===== src/rtl/aib_pkg.sv =====
// rtl/aib_pkg.sv - shared types and lane patterns for the AIB TX framer
package aib_pkg;

  localparam int AIB_LANE_W    = 20;
  localparam int AIB_WORD_W    = 40;
  localparam int AIB_PAYLOAD_W = AIB_WORD_W - 1;

  typedef enum logic [1:0] {
    IDLE  = 2'd0,
    TRAIN = 2'd1,
    MARK  = 2'd2,
    RUN   = 2'd3
  } tx_framer_state_e;

  localparam logic [AIB_LANE_W-1:0] TRAIN_PAT0 = 20'hF0F0F;
  localparam logic [AIB_LANE_W-1:0] TRAIN_PAT1 = 20'h0F0F0;
  localparam logic [AIB_LANE_W-1:0] MARK_PAT0  = 20'hFFFFF;
  localparam logic [AIB_LANE_W-1:0] MARK_PAT1  = 20'h00000;

  // The wire MSB flags a real word so the idle word (all zero) is distinguishable.
  function automatic logic [AIB_WORD_W-1:0] frame_word(input logic [AIB_PAYLOAD_W-1:0] payload);
    return {1'b1, payload};
  endfunction

endpackage


===== src/rtl/aib_tx_fifo.sv =====
// rtl/aib_tx_fifo.sv - payload FIFO with flush and a combinational head output
module aib_tx_fifo #(
  parameter int DEPTH = 4,
  parameter int WIDTH = 39
) (
  input  logic             i_clk,
  input  logic             i_rst,
  input  logic             i_flush,
  input  logic             i_push,
  input  logic [WIDTH-1:0] i_data,
  input  logic             i_pop,
  output logic [WIDTH-1:0] o_data,
  output logic             o_full,
  output logic             o_empty
);

  localparam int AW = (DEPTH > 1) ? $clog2(DEPTH) : 1;

  logic [WIDTH-1:0] r_mem [DEPTH];
  logic [AW:0]      r_wr_ptr;
  logic [AW:0]      r_rd_ptr;
  logic             w_push;
  logic             w_pop;

  // Extra pointer bit separates full from empty when the indices match.
  assign o_empty = (r_wr_ptr == r_rd_ptr);
  assign o_full  = (r_wr_ptr[AW] != r_rd_ptr[AW]) &&
                   (r_wr_ptr[AW-1:0] == r_rd_ptr[AW-1:0]);
  assign w_push  = i_push & ~o_full;
  assign w_pop   = i_pop & ~o_empty;
  assign o_data  = r_mem[r_rd_ptr[AW-1:0]];

  always_ff @(posedge i_clk or posedge i_rst) begin
    if (i_rst) begin
      r_wr_ptr <= '0;
      r_rd_ptr <= '0;
    end else if (i_flush) begin
      r_wr_ptr <= '0;
      r_rd_ptr <= '0;
    end else begin
      if (w_push) r_wr_ptr <= r_wr_ptr + 1'b1;
      if (w_pop)  r_rd_ptr <= r_rd_ptr + 1'b1;
    end
  end

  always_ff @(posedge i_clk) begin
    if (w_push && !i_flush) r_mem[r_wr_ptr[AW-1:0]] <= i_data;
  end

endmodule


===== src/rtl/aib_tx_framer.sv =====
// rtl/aib_tx_framer.sv - AIB TX framer: link training, alignment marker, SDR/DDR payload streaming
module aib_tx_framer
  import aib_pkg::*;
#(
  parameter int FIFO_DEPTH  = 4,
  parameter int TRAIN_CNT_W = 8
) (
  input  logic                     i_tx_clk,
  input  logic                     i_rst,
  input  logic                     c_tx_en,
  input  logic                     c_chn_ddr_mode,
  input  logic [TRAIN_CNT_W-1:0]   c_train_len,
  input  logic [AIB_PAYLOAD_W-1:0] i_data,
  input  logic                     i_valid,
  output logic                     o_ready,
  output logic [AIB_LANE_W-1:0]    o_tx_data0,
  output logic [AIB_LANE_W-1:0]    o_tx_data1,
  output logic [1:0]               o_tx_state,
  output logic                     o_training_done
);

  tx_framer_state_e          r_state;
  tx_framer_state_e          w_state_nxt;
  logic [TRAIN_CNT_W-1:0]    r_train_cnt;
  logic [TRAIN_CNT_W-1:0]    w_train_cnt_nxt;

  logic                      r_phase;
  logic [AIB_LANE_W-1:0]     r_hi;
  logic                      r_hi_pop;
  logic                      r_training_done;
  logic [AIB_LANE_W-1:0]     r_data0;
  logic [AIB_LANE_W-1:0]     r_data1;

  logic                      w_fifo_full;
  logic                      w_fifo_empty;
  logic [AIB_PAYLOAD_W-1:0]  w_fifo_head;
  logic                      w_accept;
  logic                      w_run_beat;
  logic                      w_emit;
  logic                      w_bypass;
  logic                      w_push;
  logic                      w_pop;
  logic                      w_flush;
  logic [AIB_WORD_W-1:0]     w_word;
  logic [AIB_LANE_W-1:0]     w_data0_nxt;
  logic [AIB_LANE_W-1:0]     w_data1_nxt;

  aib_tx_fifo #(
    .DEPTH (FIFO_DEPTH),
    .WIDTH (AIB_PAYLOAD_W)
  ) u_fifo (
    .i_clk   (i_tx_clk),
    .i_rst   (i_rst),
    .i_flush (w_flush),
    .i_push  (w_push),
    .i_data  (i_data),
    .i_pop   (w_pop),
    .o_data  (w_fifo_head),
    .o_full  (w_fifo_full),
    .o_empty (w_fifo_empty)
  );

  assign o_ready         = (r_state != IDLE) & ~w_fifo_full;
  assign o_tx_state      = r_state;
  assign o_training_done = r_training_done;
  assign o_tx_data0      = r_data0;
  assign o_tx_data1      = r_data1;

  always_ff @(posedge i_tx_clk or posedge i_rst) begin
    if (i_rst) begin
      r_state     <= IDLE;
      r_train_cnt <= '0;
    end else begin
      r_state     <= w_state_nxt;
      r_train_cnt <= w_train_cnt_nxt;
    end
  end

  // The train counter holds the beats still to show, including the one on the lanes.
  always_comb begin
    w_state_nxt     = r_state;
    w_train_cnt_nxt = r_train_cnt;
    if (!c_tx_en) begin
      w_state_nxt     = IDLE;
      w_train_cnt_nxt = '0;
    end else begin
      case (r_state)
        IDLE: begin
          if (c_train_len != '0) begin
            w_state_nxt     = TRAIN;
            w_train_cnt_nxt = c_train_len;
          end else begin
            w_state_nxt = MARK;
          end
        end
        TRAIN: begin
          if (r_train_cnt == TRAIN_CNT_W'(1)) begin
            w_state_nxt     = MARK;
            w_train_cnt_nxt = '0;
          end else begin
            w_train_cnt_nxt = r_train_cnt - TRAIN_CNT_W'(1);
          end
        end
        MARK:    w_state_nxt = RUN;
        default: w_state_nxt = RUN;
      endcase
    end
  end

  assign w_flush    = ~c_tx_en;
  assign w_accept   = i_valid & o_ready;
  assign w_run_beat = (w_state_nxt == RUN);
  assign w_emit     = w_run_beat & (c_chn_ddr_mode | ~r_phase);
  assign w_bypass   = w_emit & w_fifo_empty & w_accept;
  assign w_push     = w_accept & ~w_bypass;

  // In SDR the head stays in the FIFO until its HIGH beat has gone out.
  assign w_pop = c_chn_ddr_mode ? (w_emit & ~w_fifo_empty)
                                : (w_run_beat & r_phase & r_hi_pop);

  always_comb begin
    w_word = '0;
    if (!w_fifo_empty)  w_word = frame_word(w_fifo_head);
    else if (w_bypass)  w_word = frame_word(i_data);
  end

  always_comb begin
    w_data0_nxt = '0;
    w_data1_nxt = '0;
    case (w_state_nxt)
      TRAIN: begin
        w_data0_nxt = TRAIN_PAT0;
        w_data1_nxt = c_chn_ddr_mode ? TRAIN_PAT1 : '0;
      end
      MARK: begin
        w_data0_nxt = MARK_PAT0;
        w_data1_nxt = c_chn_ddr_mode ? MARK_PAT1 : '0;
      end
      RUN: begin
        if (c_chn_ddr_mode) begin
          w_data0_nxt = w_word[AIB_LANE_W-1:0];
          w_data1_nxt = w_word[AIB_WORD_W-1:AIB_LANE_W];
        end else if (!r_phase) begin
          w_data0_nxt = w_word[AIB_LANE_W-1:0];
        end else begin
          w_data0_nxt = r_hi;
        end
      end
      default: ;
    endcase
  end

  always_ff @(posedge i_tx_clk or posedge i_rst) begin
    if (i_rst) begin
      r_data0         <= '0;
      r_data1         <= '0;
      r_training_done <= 1'b0;
      r_phase         <= 1'b0;
      r_hi            <= '0;
      r_hi_pop        <= 1'b0;
    end else begin
      r_data0         <= w_data0_nxt;
      r_data1         <= w_data1_nxt;
      r_training_done <= w_run_beat;
      if (w_emit && !c_chn_ddr_mode) begin
        r_phase  <= 1'b1;
        r_hi     <= w_word[AIB_WORD_W-1:AIB_LANE_W];
        r_hi_pop <= ~w_fifo_empty;
      end else begin
        r_phase  <= 1'b0;
        r_hi_pop <= 1'b0;
      end
    end
  end

endmodule


===== config.mk =====
export PLATFORM = sky130hd
export DESIGN_NAME = aib_tx_framer
export DESIGN_NICKNAME = d
export VERILOG_FILES = /design/src/rtl/aib_pkg.sv /design/src/rtl/aib_tx_fifo.sv /design/src/rtl/aib_tx_framer.sv
export SDC_FILE = /design/constraint.sdc
export NUM_CORES = 1
export LEC_CHECK = 0
export BUFFER_PORTS_ARGS = -buffer_cell sky130_fd_sc_hd__buf_2
export CAP_MARGIN = 20
export CORE_MARGIN = 1
export CORE_UTILIZATION = 50
export CTS_CLUSTER_DIAMETER = 30
export CTS_CLUSTER_SIZE = 40
export DETAILED_ROUTE_END_ITERATION = 10
export PLACE_DENSITY_LB_ADDON = 0.08
export SYNTH_ARGS = -nofsm -noshare
export SYNTH_HDL_FRONTEND = slang
export SYNTH_SLANG_ARGS = --single-unit
export TNS_END_PERCENT = 30

===== constraint.sdc =====
create_clock -name i_tx_clk -period 4.19 [get_ports i_tx_clk]
set_clock_uncertainty 0.2 [all_clocks]
set_input_delay 0.419 -clock i_tx_clk [delete_from_list [all_inputs] [get_ports i_tx_clk]]
set_output_delay 0.419 -clock i_tx_clk [all_outputs]
set_load 0.1 [all_outputs]

---- Yosys cells after proc, flatten, opt, wreduce, memory -nomap -nowiden ----
Memory sizes are Yosys's and may differ from the RTL's.
Index checks and enable logic that the tools add are counted.
storage, ports and cells
  bits in registers ....................... 79
  memories kept ........................... 1
  RAM bits ................................ 156
memories
  memory        words  bits a word  rd ports  clocked after Yosys merged registers in  wr ports  line               source
  u_fifo.r_mem  4      39           1         0                                        1         aib_tx_fifo.sv:19  logic [WIDTH-1:0] r_mem [DEPTH];
cells by class
  eq/ne operators ......................... 12
  muxes and demuxes ....................... 25
  add/subtract/negate cells ............... 3
  bitwise logic cells ..................... 16
  reductions and logical operators ........ 8
operator list
  cell                 count
  $mux 40              2
  $mux 20              3
  $pmux 20 s3          1
  $pmux 20 s2          1
  $mux 8               3
  $mux 16              1
  $pmux 8 s2           1
  $mux 3               4
  $and 1x1->1          11
  $eq 8x1->1 const B   1
  $reduce_bool 8->1    1
  $sub 8x1->8 const B  1
  $add 3x1->3 const B  2
  $mux 2               3
  $mux 1               5
  $eq 2x1->1 const B   2
  $eq 2x2->1 const B   2
  $ne 2x1->1 const B   2
  $not 1->1            4
  $pmux 2 s2           1
  $eq 3x3->1           1
  $logic_and 1x1->1    3
  $ne 3x1->1 const B   1
  $ne 3x3->1 const B   1
  7 further kinds      7

---- Logic depth before layout (Yosys ltp) ----
  depth after elaboration ................. 14
  depth in mapped cells ................... 8
  depth with buffers taken out ............ 7

---- Cells and area by module ----
From an unflattened synthesis, not the netlist that was laid out.
second synthesis, totals
  cells, all modules ...................... 607
  area, all modules ....................... 9,625.5 sq um
modules (own cells, without submodules)
  module         cells each  times used  area an instance (sq um)
  aib_tx_fifo    268         1           6,162.2
  aib_tx_framer  339         1           3,463.3

---- Least setup slack after synthesis ----
Ideal clock, no wire load.
  path kind ............................... reg-to-output
  start ................................... register r_state[1], in the netlist o_tx_state[1]
  end ..................................... output o_ready
  cell stages (with the launch flop) ...... 5
  buffers on the path ..................... 2
  path slack .............................. 0.444 ns
  arrival ................................. 3.127 ns
  cells stage by stage .................... dfrtp_1 clkbuf_1 buf_1 nor2_1 a21oi_1
between the ends
  longest elaborated chain between the ends .. 2
ends and longest elaborated chain
  element                 line                 source
  from (decl)             aib_tx_framer.sv:22  tx_framer_state_e r_state;
  from (signal assigned)  aib_tx_framer.sv:74  r_state <= w_state_nxt;
  $reduce_bool 2->1       aib_tx_framer.sv:63  assign o_ready = (r_state != IDLE) & ~w_fifo_full;
  $and 1x1->1             aib_tx_framer.sv:63
  to (decl)               aib_tx_framer.sv:15  output logic o_ready,
Every way passes these cells.

---- Worst setup path after layout ----
  start ................................... register r_phase
  end ..................................... memory u_fifo.r_mem[0][17] (enable)
between the ends
  longest elaborated chain between the ends .. 11
ends and longest elaborated chain
  element                       line                  source
  from (decl)                   aib_tx_framer.sv:27   logic r_phase;
  from (signal assigned)        aib_tx_framer.sv:158  r_phase <= 1'b0;
  from (signal assigned)        aib_tx_framer.sv:166  r_phase <= 1'b1;
  from (signal assigned)        aib_tx_framer.sv:170  r_phase <= 1'b0;
  $not 1->1                     aib_tx_framer.sv:113  assign w_emit = w_run_beat & (c_chn_ddr_mode | ~r_phase);
  $or 1x1->1                    aib_tx_framer.sv:113
  $and 1x1->1                   aib_tx_framer.sv:113
  $and 1x1->1 (2 in series)     aib_tx_framer.sv:114  assign w_bypass = w_emit & w_fifo_empty & w_accept;
  $not 1->1                     aib_tx_framer.sv:115  assign w_push = w_accept & ~w_bypass;
  $and 1x1->1                   aib_tx_framer.sv:115
  $and 1x1->1                   aib_tx_fifo.sv:29     assign w_push = i_push & ~o_full;
  $logic_and 1x1->1             aib_tx_fifo.sv:47     if (w_push && !i_flush) r_mem[r_wr_ptr[AW-1:0]] <= i_data;
  $mux 1                        aib_tx_fifo.sv:47
  $mux 1 (implied by the code)  aib_tx_fifo.sv:47
  to (decl)                     aib_tx_fifo.sv:19
Every way passes these cells.

==> metrics <==
VDD IR-drop max=521 µV; crit end category=flop; CTS buffer count=46; sequential fraction of the synthesis area=70.4%; # clock sinks=235; Root Buffer=clkbuf_16; gr ovfl total=0; register share of total power=37.5%; Die Y=140 µm; DRT Pass-1 Iters=4; startpoint types=flop; Routed Antenna Nets=0; final setup fails=0; Clock power frac=53.8%; # nets final=840; CP arrival=2.99 ns; flops & latches, synth=235; Finished Layout Cells=1048; Synthesis Warnings=0; # resized after CTS=0; Final Util=67.0%; DP HPWL=13.4 mm; Sw Ratio=24.1%; routability cong.=0.821; largest net degree at the start of global routing=51; gr usage total=23.7%; Setup TNS=0 ns; row count=49; fin crit share=71.2%; WS Path Type=flop to flop; Slew HR=37.3%; post-synthesis cell area=9470 µm²; clk slew on worst S/H paths=0.04 ns; Syn Nets=675; vias per cell=5.64; antenna violations before repair=0; fmax=335 MHz; crit-path max FO=28; WL per Instance=20.9 µm; global-route wire length before repair=34.8 mm; H-tree Lvls=2; Initial Utilization=51.8%; Mapped Cells=616; DRC=0; final hold violations=0; pwr dens=567 nW/µm²; Final min period=2.98 ns; outcome=completed; Area Growth Syn to Fin=29.3%; IO Count=96; routed via count=5914; Core ar.=18300 µm²; CTS tree=built; die area=19500 µm²; unrepaired setup endpoints after global routing=false; Hold Crit Class=input port to flop; worst-margin pin slew=0.940 ns; combinational power share=8.6%; layout cells sized above 1=29.8%; Psw=0.00168 W; library cells used by synthesis=47; post-CTS setup buffer count=0; Synth Area per Inst=15.4 µm²; diode count=0; # Max-Cap Violations=0; Die Width=140 µm; Max clock buf depth=3; vias in the first global route=6235; Worst-Skew Late Latency=0.53 ns; Worst Path Required=4.20 ns; Cells after DPL=921; initial drt markers=392; Port Buf Inserts=95; Total Routed Length=21.9 mm; P_leak=4.85 nW; internal power=0.00527 W; final slew viol count=0
worst paths after layout:
path,start,cells past startpoint,slack [ns],to
setup / recovery,r_phase$_DFF_PP0_,6,1.21,u_fifo.r_mem[0][17]$_DFFE_PP_
hold / removal,c_train_len[7],3,0.06,r_train_cnt[7]$_DFFE_PP0P_
setup reg to reg,r_phase$_DFF_PP0_,6,1.21,u_fifo.r_mem[0][17]$_DFFE_PP_
hold reg to reg,r_hi[15]$_DFFE_PP0P_,2,0.28,r_hi[15]$_DFFE_PP0P_
max in group asynchronous,i_rst,4,2.43,o_tx_data1[13]$_DFF_PP0_
min in group asynchronous,i_rst,3,0.44,r_train_cnt[2]$_DFFE_PP0P_
Yosys cell counts (all sizes together):
cell | number | area, µm²
nand2b | 3 | 18.8
nor4 | 1 | 12.5
a21oi | 26 | 130
xnor2 | 1 | 8.76
o21bai | 1 | 7.51
nand2 | 86 | 323
inv | 9 | 33.8
o221ai | 1 | 8.76
mux2i | 28 | 280
edfxtp | 156 | 4680
ha | 7 | 87.6
a21boi | 1 | 7.51
clkbuf | 18 | 67.6
mux4 | 39 | 878
and3 | 20 | 125
nor3b | 1 | 7.51
o31ai | 1 | 7.51
o21a | 3 | 22.5
dfrtp | 79 | 1980
xor2 | 4 | 35.0
buf | 17 | 86.3
nor2b | 6 | 37.5
o211ai | 2 | 15.0
and2 | 3 | 20.0
o211a | 1 | 10.0
nor3 | 4 | 36.3
a21o | 1 | 8.76
a32o | 3 | 30.0
o21ai | 48 | 240
nor2 | 21 | 81.3
nand4 | 1 | 6.26
or4 | 2 | 18.8
o311ai | 8 | 70.1
nand3 | 7 | 35.0
or2 | 1 | 6.26
or3b | 1 | 8.76
a22oi | 1 | 7.51
or3 | 4 | 25.0
critical path, stage by stage (launching register included):
cell and delay [ns]:
dfrtp_1 0.36, nor2b_1 0.14, buf_4 0.31, o21bai_1 0.10
a21oi_1 0.44, and3_2 0.76, buf_4 0.35
metal layers:
| layer | vias up | wire [µm] | global-route usage, % |
|---|---|---|---|
| met5 | - | 0 | 0 |
| met4 | 0 | 448 | 9.08 |
| met3 | 35 | 1360 | 4.58 |
| met2 | 218 | 10700 | 38.1 |
| met1 | 2989 | 9430 | 32.4 |
| li1 | 2672 | - | - |
metrics by stage:
stage / cell area (µm²) / hold WS [ns] / power (W) / setup WS [ns]
finish: 12200 / 0.0600 / 0.00695 / 1.21
global route: 12200 / 0.0782 / 0.00717 / 0.977
CTS: 12200 / 0.0364 / 0.00700 / 1.19
detailed placement: 10200 / 0.273 / 0.00321 / 1.02
global placement: 10200 / 0.266 / 0.00320 / 1.01
floorplan: 9470 / 0.247 / 0.00305 / 0.444
power by group through the flow:
stage	Clock [W]	Sequential, W	Combinational, W
finish	0.00374	0.00261	0.000600
detailed placement	0	0.00265	0.000566
CTS	0.00379	0.00261	0.000598
global placement	0	0.00264	0.000560
floorplan	0	0.00280	0.000247
global route	0.00391	0.00261	0.000647
repair_timing:
item                       4_1_cts  5_1_grt
hold buffers                    40        0
hold endpoints to repair       205        0
setup endpoints to repair        0        0
layout make-up:
class | instances | area, µm²
repair buffers | 152 | 1010
clock buffers | 59 | 1300
multi-input cells | 337 | 2620
flip-flops and latches | 235 | 6660
inverters | 9 | 35.0
fillers | 1304 | 6030
well taps | 229 | 287
clock inverters | 27 | 322
logic make-up after synthesis:
group	synth area share (%)
flip-flops	70.4
AND/OR/NAND/NOR	8.05
buffers and inverters	1.98
AO/OA/AOI/OAI	5.97
multiplexers	12.2
XOR/XNOR	0.463
adder cells (fa/ha/maj)	0.925
registers in the layout (all words and copies together) (netlist names), 2 cells and up:
register	cells
o_tx_data0	20
u_fifo.r_rd_ptr	3
r_hi	20
r_train_cnt	8
o_tx_state	2
u_fifo.r_mem	156
u_fifo.r_wr_ptr	3
o_tx_data1	20
cell usage in the layout (no fill, tap or decap), drive strengths merged, types with 20 or more instances in the layout:
| master | n |
|---|---|
| nand2 | 86 |
| dlygate4sd3 | 40 |
| buf | 112 |
| mux2i | 28 |
| o21ai | 48 |
| dfrtp | 79 |
| and3 | 20 |
| edfxtp | 156 |
| nor2 | 21 |
| a21oi | 26 |
| mux4 | 39 |
| clkbuf | 59 |
Power figures use the tool's default switching activity.
